<file path="src/rtl/stepper_phase_pkg.sv">
// stepper_phase_pkg: phase-code decode tables and helpers shared by the stepper drive and feedback sides.
package stepper_phase_pkg;

    localparam int SEQ_LEN = 16;
    localparam logic [1:0] MOD_IDX_LSB = 2'b10;

    typedef enum logic {INIT, TRACK} track_state_t;

    typedef struct packed {
        logic       legal;
        logic [3:0] idx;
    } decode_t;

    // Code bit order {p1I0, p1I1, p1ph, p2I0, p2I1, p2ph}; mask bit 0 marks a don't-care.
    localparam logic [5:0] DEC_MASK [SEQ_LEN] = '{
        6'b110111, 6'b111111, 6'b011011, 6'b111111,
        6'b111110, 6'b111111, 6'b011011, 6'b111111,
        6'b110111, 6'b111111, 6'b011011, 6'b111111,
        6'b111110, 6'b111111, 6'b011011, 6'b111111
    };
    localparam logic [5:0] DEC_VAL [SEQ_LEN] = '{
        6'b110001, 6'b011001, 6'b001001, 6'b001011,
        6'b001110, 6'b001010, 6'b001000, 6'b011000,
        6'b110000, 6'b010000, 6'b000000, 6'b000010,
        6'b000110, 6'b000011, 6'b000001, 6'b010001
    };

    function automatic decode_t phase_decode(input logic [5:0] code, input logic modified);
        decode_t r;
        r = '0;
        for (int i = SEQ_LEN - 1; i >= 0; i--) begin
            if ((code & DEC_MASK[i]) == DEC_VAL[i]) begin
                r.legal = 1'b1;
                r.idx   = 4'(i);
            end
        end
        if (r.legal && r.idx[1:0] == MOD_IDX_LSB)
            r.legal = (code[5] == modified) && (code[2] == modified);
        return r;
    endfunction

    function automatic logic [3:0] microstep_k(input logic [3:0] microstep);
        return microstep == 4'd1 ? 4'd4 : microstep == 4'd2 ? 4'd2 : 4'd1;
    endfunction

endpackage

</file>
<file path="src/rtl/phase_input_filter.sv">
// phase_input_filter: synchronizes the phase lines and accepts a code once it has held steady.
module phase_input_filter #(
    parameter int SYNC_STAGES   = 2,
    parameter int STABLE_CYCLES = 3
) (
    input  logic       clk,
    input  logic       rst,
    input  logic [5:0] raw,
    output logic [5:0] vec,
    output logic       accept
);
    localparam int CW = $clog2(STABLE_CYCLES + 2);

    logic [5:0]    sync_q [SYNC_STAGES];
    logic [5:0]    sync_d [SYNC_STAGES];
    logic [5:0]    hist_q, hist_d, vec_q, vec_d;
    logic [CW-1:0] cnt_q, cnt_d;
    logic          accept_q, accept_d, same;

    always_comb begin
        sync_d[0] = raw;
        for (int i = 1; i < SYNC_STAGES; i++) sync_d[i] = sync_q[i-1];
        hist_d   = sync_q[SYNC_STAGES-1];
        same     = sync_q[SYNC_STAGES-1] == hist_q;
        // Count saturates one past the threshold so a held code strobes only once.
        cnt_d    = !same ? CW'(1) : cnt_q > CW'(STABLE_CYCLES) ? cnt_q : cnt_q + 1'b1;
        accept_d = cnt_q == CW'(STABLE_CYCLES);
        vec_d    = accept_d ? hist_q : vec_q;
    end

    always_ff @(posedge clk) begin
        if (rst) begin
            sync_q   <= '{default: '0};
            hist_q   <= '0;
            cnt_q    <= '0;
            vec_q    <= '0;
            accept_q <= 1'b0;
        end else begin
            sync_q   <= sync_d;
            hist_q   <= hist_d;
            cnt_q    <= cnt_d;
            vec_q    <= vec_d;
            accept_q <= accept_d;
        end
    end

    assign vec    = vec_q;
    assign accept = accept_q;
endmodule

</file>
<file path="src/rtl/stepper_phase_decoder.sv">
// stepper_phase_decoder: reconstructs step events, direction and position from A3988 phase-drive lines.
module stepper_phase_decoder
    import stepper_phase_pkg::*;
#(
    parameter int POS_WIDTH     = 32,
    parameter int SYNC_STAGES   = 2,
    parameter int STABLE_CYCLES = 3
) (
    input  logic                 clk,
    input  logic                 rst,
    input  logic                 phase1_I0,
    input  logic                 phase1_I1,
    input  logic                 phase1_phase,
    input  logic                 phase2_I0,
    input  logic                 phase2_I1,
    input  logic                 phase2_phase,
    input  logic                 modified_mode,
    input  logic [3:0]           microstep,
    input  logic                 clear_pos,
    input  logic                 err_clear,
    output logic [3:0]           seq_index,
    output logic                 seq_valid,
    output logic                 step_pulse,
    output logic                 step_dir,
    output logic [POS_WIDTH-1:0] position,
    output logic                 err_illegal,
    output logic                 err_skip
);
    logic [5:0]           acc_vec;
    logic                 accept;
    decode_t              dec;
    logic [3:0]           k, delta;
    track_state_t         state_q, state_d;
    logic [3:0]           idx_q, idx_d;
    logic                 valid_q, valid_d, pulse_q, pulse_d, dir_q, dir_d;
    logic                 ill_q, ill_d, skip_q, skip_d;
    logic [POS_WIDTH-1:0] pos_q, pos_d;

    phase_input_filter #(.SYNC_STAGES(SYNC_STAGES), .STABLE_CYCLES(STABLE_CYCLES)) u_filter (
        .clk    (clk),
        .rst    (rst),
        .raw    ({phase1_I0, phase1_I1, phase1_phase, phase2_I0, phase2_I1, phase2_phase}),
        .vec    (acc_vec),
        .accept (accept)
    );

    assign dec   = phase_decode(acc_vec, modified_mode);
    assign k     = microstep_k(microstep);
    assign delta = dec.idx - idx_q;

    // seq_index doubles as the tracking reference; both always move together.
    always_comb begin
        state_d = state_q;
        idx_d   = idx_q;
        valid_d = valid_q;
        pulse_d = 1'b0;
        dir_d   = dir_q;
        pos_d   = pos_q;
        ill_d   = ill_q & ~err_clear;
        skip_d  = skip_q & ~err_clear;
        if (accept) begin
            if (!dec.legal) begin
                ill_d   = 1'b1;
                valid_d = 1'b0;
            end else if (state_q == INIT) begin
                state_d = TRACK;
                idx_d   = dec.idx;
                valid_d = 1'b1;
            end else begin
                idx_d   = dec.idx;
                valid_d = 1'b1;
                if (delta == k) begin
                    pulse_d = 1'b1;
                    dir_d   = 1'b1;
                    pos_d   = pos_q + POS_WIDTH'(k);
                end else if (delta == 4'd0 - k) begin
                    pulse_d = 1'b1;
                    dir_d   = 1'b0;
                    pos_d   = pos_q - POS_WIDTH'(k);
                end else if (delta != 4'd0) begin
                    skip_d  = 1'b1;
                end
            end
        end
        if (clear_pos) pos_d = '0;
    end

    always_ff @(posedge clk) begin
        if (rst) begin
            state_q <= INIT;
            idx_q   <= '0;
            valid_q <= 1'b0;
            pulse_q <= 1'b0;
            dir_q   <= 1'b0;
            pos_q   <= '0;
            ill_q   <= 1'b0;
            skip_q  <= 1'b0;
        end else begin
            state_q <= state_d;
            idx_q   <= idx_d;
            valid_q <= valid_d;
            pulse_q <= pulse_d;
            dir_q   <= dir_d;
            pos_q   <= pos_d;
            ill_q   <= ill_d;
            skip_q  <= skip_d;
        end
    end

    assign seq_index   = idx_q;
    assign seq_valid   = valid_q;
    assign step_pulse  = pulse_q;
    assign step_dir    = dir_q;
    assign position    = pos_q;
    assign err_illegal = ill_q;
    assign err_skip    = skip_q;
endmodule

</file>
<file path="config.mk">
export PLATFORM = sky130hd
export DESIGN_NAME = stepper_phase_decoder
export DESIGN_NICKNAME = d
export VERILOG_FILES = /design/src/rtl/stepper_phase_pkg.sv /design/src/rtl/phase_input_filter.sv /design/src/rtl/stepper_phase_decoder.sv
export SDC_FILE = /design/constraint.sdc
export NUM_CORES = 1
export LEC_CHECK = 0
export CORE_MARGIN = 8
export CORE_UTILIZATION = 60
export DETAILED_ROUTE_END_ITERATION = 8
export PLACE_DENSITY_LB_ADDON = 0.25
export SKIP_CTS_REPAIR_TIMING = 1
export SLEW_MARGIN = 15
export SYNTH_ARGS = -nofsm -noshare
export SYNTH_HDL_FRONTEND = slang
export SYNTH_SLANG_ARGS = --single-unit
</file>
<file path="constraint.sdc">
create_clock -name clk -period 11.35 [get_ports clk]
set_input_delay 2.27 -clock clk [delete_from_list [all_inputs] [get_ports clk]]
set_output_delay 2.27 -clock clk [all_outputs]
set_load 0.01 [all_outputs]
</file>
==> impl_results.md <==
- Run status: finished clean
- Pwr Density: 91.2 nW/µm²
- Launch instance of the worst register-to-register path: u_filter.vec[0]
- Fraction of post-synthesis cell area in the top cell type by area: 32.2%
- Number of warning messages in the yosys log: 0
- Area overhead of the layout relative to synthesis: 18.2%
- Post-route minimum period: 6.53 ns
- R2r worst-path depth: 19
- Std-Cell Core Area: 7140 µm²
- F_max: 153 MHz
- Worst hold path cell count: 1
- Seq/Total Area, Yosys: 32.2%
- Static leakage: 2.01 nW
- Main synth FF type: dfxtp_1
- I/O pins: 56
- Number of antenna-violating nets in the routed design: 0
- Clock Pin Slew Worst Setup and Hold Paths: 0.09 ns
- Drt via density: 5.59
- Final Hold Fails: 0
- Cell chosen for the clock root: clkbuf_8
- Initial antenna violation count: 0
- Critical hold path startpoint: u_filter.sync_d[4]
- Endpoint class of the critical path: flip-flop
- Wire length of the first global-routing pass: 16200 µm
- Synth Cell Area: 4360 µm²
- Clock tree from TritonCTS: done
- Total routing resource utilization after global routing: 19.2%
- Aggregate global routing overflow: 0
- Number of maximum-capacitance constraint violations: 0
- FILL cells: 581
- Length of the first detailed-routing pass in iterations: 4
- Std cell rows: 31
- Die boundary height: 101 µm
- Source of the critical timing path: microstep[0]
- Largest area contributor in the netlist: dfxtp_1
- Setup repair after global routing missed its margin: false
- Final setup violation count: 0
- Clock Tree Buf Depth: 2
- Starting density of the core: 61.1%
- Routability congestion estimate from global placement: 0.899
- Detailed placer's ending HPWL: 6970 µm
- Vias in the first global route: 3671
- Worst relative slew slack: 54.7%
- Number of nets in the layout: 613
- Peak fanout along the critical path: 19
- DR vias: 3713
- DIE WIDTH: 101 µm
- Worst path arrival time: 6.75 ns
- VDD IR max: 58.2 µV
- Clock Latency Late Sink: 0.35 ns
- Count of input and output buffers: 55
- Number of distinct library cell variants in the gate-level netlist after synthesis: 56
- Post-synthesis register bit count: 70
- Final period utilization: 57.5%
- Path type of the worst setup path: primary input to flip-flop
- Count of clock tree sinks: 70
- Required time worst endpoint: 11.58 ns
- Cell types occupying the most area after synthesis: dfxtp_1 (32%), ha_1 (10%), mux2i_1 (7.8%)
- Number of pins with negative max-slew slack in the final report: 0
- Worst Max-Slew Pin Slew: 0.678 ns
- Number of CTS-inserted buffers: 9
- Drt total wl: 9570 µm
- N_diodes: 0
- Number of design rule violations left after detail routing: 0
- Synthesized area per cell: 8.60 µm²
- Type of origin of the critical path: primary input
- Final setup skew: 0.00937 ns
- Number of H-tree levels: 3
- Total power after layout: 0.470 mW
- Area of the die: 10200 µm²
- Iteration-0 DRC count of the detailed router: 180
- Final setup TNS: 0 ns
- WL/cell: 14.4 µm
- Synth Instances: 507
- Net count after synthesis: 560
- Worst Hold Class: flip-flop to flip-flop
- Number of flops mapped to enable cells by yosys: 0
- Maximum number of pins on one net before global-route repair: 41
- Proportion of layout cells with a drive suffix above 1: 5.49%
- Synth async-reset ratio: 0%
- Final design utilization: 72.2%
-- layout by cell type, fill, tap and decap left out, types with 3 or more instances in the layout --
cell type	n
a31oi_1	3
nand3b_1	5
mux2i_1	34
o31ai_1	4
xor2_1	12
clkdlybuf4s50_1	55
ha_1	36
nand2b_1	5
dfxtp_1	70
nor2b_1	25
nand2_1	28
a21boi_0	3
nor3_1	11
o21bai_1	3
nor2_1	73
a211oi_1	9
a21o_1	12
or2_2	4
nand3_1	11
o21ai_0	27
o21a_1	7
xnor2_1	22
clkbuf_8	9
a21oi_1	36
inv_1	17
-- synth_stat cells (2+ instances only) --
master      n
nor2b_1    25
ha_1       36
nand3b_1    5
nand2b_1    5
a211oi_2    2
buf_6       2
xor2_1     12
o2111ai_1   2
fa_1        2
nand2_1    28
nor3_1     11
a21oi_1    36
o21ai_0    27
or3_1       2
or2_2       4
a21boi_0    3
nand3_1    11
nand4_1     2
mux2i_1    34
o21bai_1    3
o41ai_1     2
nor2_1     73
dfxtp_1    70
clkbuf_1    8
o21a_1      7
o22ai_1     2
inv_1      17
a211oi_1    9
nor4_1      2
o31ai_1     4
a31oi_1     3
xnor2_1    22
a21o_1     12
and3_1      2
-- power breakdown --
part / leakage [nW] / switching (mW) / internal, mW
registers: 0.567 / 0.00225 / 0.249
logic: 1.35 / 0.0128 / 0.0120
clock network: 0.0903 / 0.110 / 0.0842
-- stage by stage --
stage	setup WS, ns	hold slack, ns	instance area (µm²)	instances
floorplan	5.65	0.414	4360	507
global placement	4.66	0.417	4940	647
detailed placement	4.53	0.429	4940	647
CTS	4.82	0.445	5120	663
global route	4.39	0.452	5150	664
finish	4.82	0.446	5150	664
-- sequential cells by signal, summed over array words and instances (netlist names), 3 cells and up --
register         flops
u_filter.sync_d      6
u_filter.cnt_q       3
u_filter.vec         6
u_filter.hist_d      6
seq_index            4
u_filter.hist_q      6
position            32
-- critical path, cell delays in order --
cell and delay [ns]:
clkdlybuf4s50_1 0.56, xnor2_1 0.14, nor3_1 0.09, or3_1 0.37, a211o_4 0.48, o21ai_0 0.20, nand2_1 0.12, fa_1 0.43
a21o_1 0.17, a21oi_1 0.28, o21ai_0 0.21, nand3b_1 0.17, a31oi_1 0.11, o41ai_1 0.56, o21ai_0 0.22, xor2_1 0.17
mux2i_1 0.14, nor2_1 0.05
-- cell families (layout without fill, tap and decap cells) --
group | after synthesis | count (layout) | share of synthesized area [%]
compound gates | 123 | 123 | 18.5
xor+xnor | 35 | 35 | 7.21
fa+ha+maj | 38 | 38 | 11.3
buf+inv | 32 | 90 | 3.85
flops | 70 | 70 | 32.2
mux | 34 | 34 | 7.81
simple gates | 175 | 175 | 19.2
-- cell type report --
cell class	instances	area [µm²]	area share, %
Multi-Input combinational cell	405	2790	54.1
Inverter	17	63.8	1.24
Clock inverter	7	63.8	1.24
Clock buffer	9	124	2.40
Timing Repair Buffer	57	586	11.4
Sequential cell	70	1400	27.2
Tap cell	99	124	2.40
-- final timing paths --
kind,to,slack [ns]
worst max-delay path,position[20],4.82
worst min register to register,u_filter.hist_d[4],0.45
worst max register to register,position[20],5.90
worst min-delay path,u_filter.hist_d[4],0.45
-- metal layers --
metal  vias to the layer above  GRT usage [%]  share of wire [%]
met3                        17           4.12                4.0
met5                         -              0                  0
met4                         0           6.64                1.5
met2                        80           34.0                 48
met1                      1713           22.4                 46
li1                       1903              -                  -
Note: power is estimated with default switching activity, not from simulation.
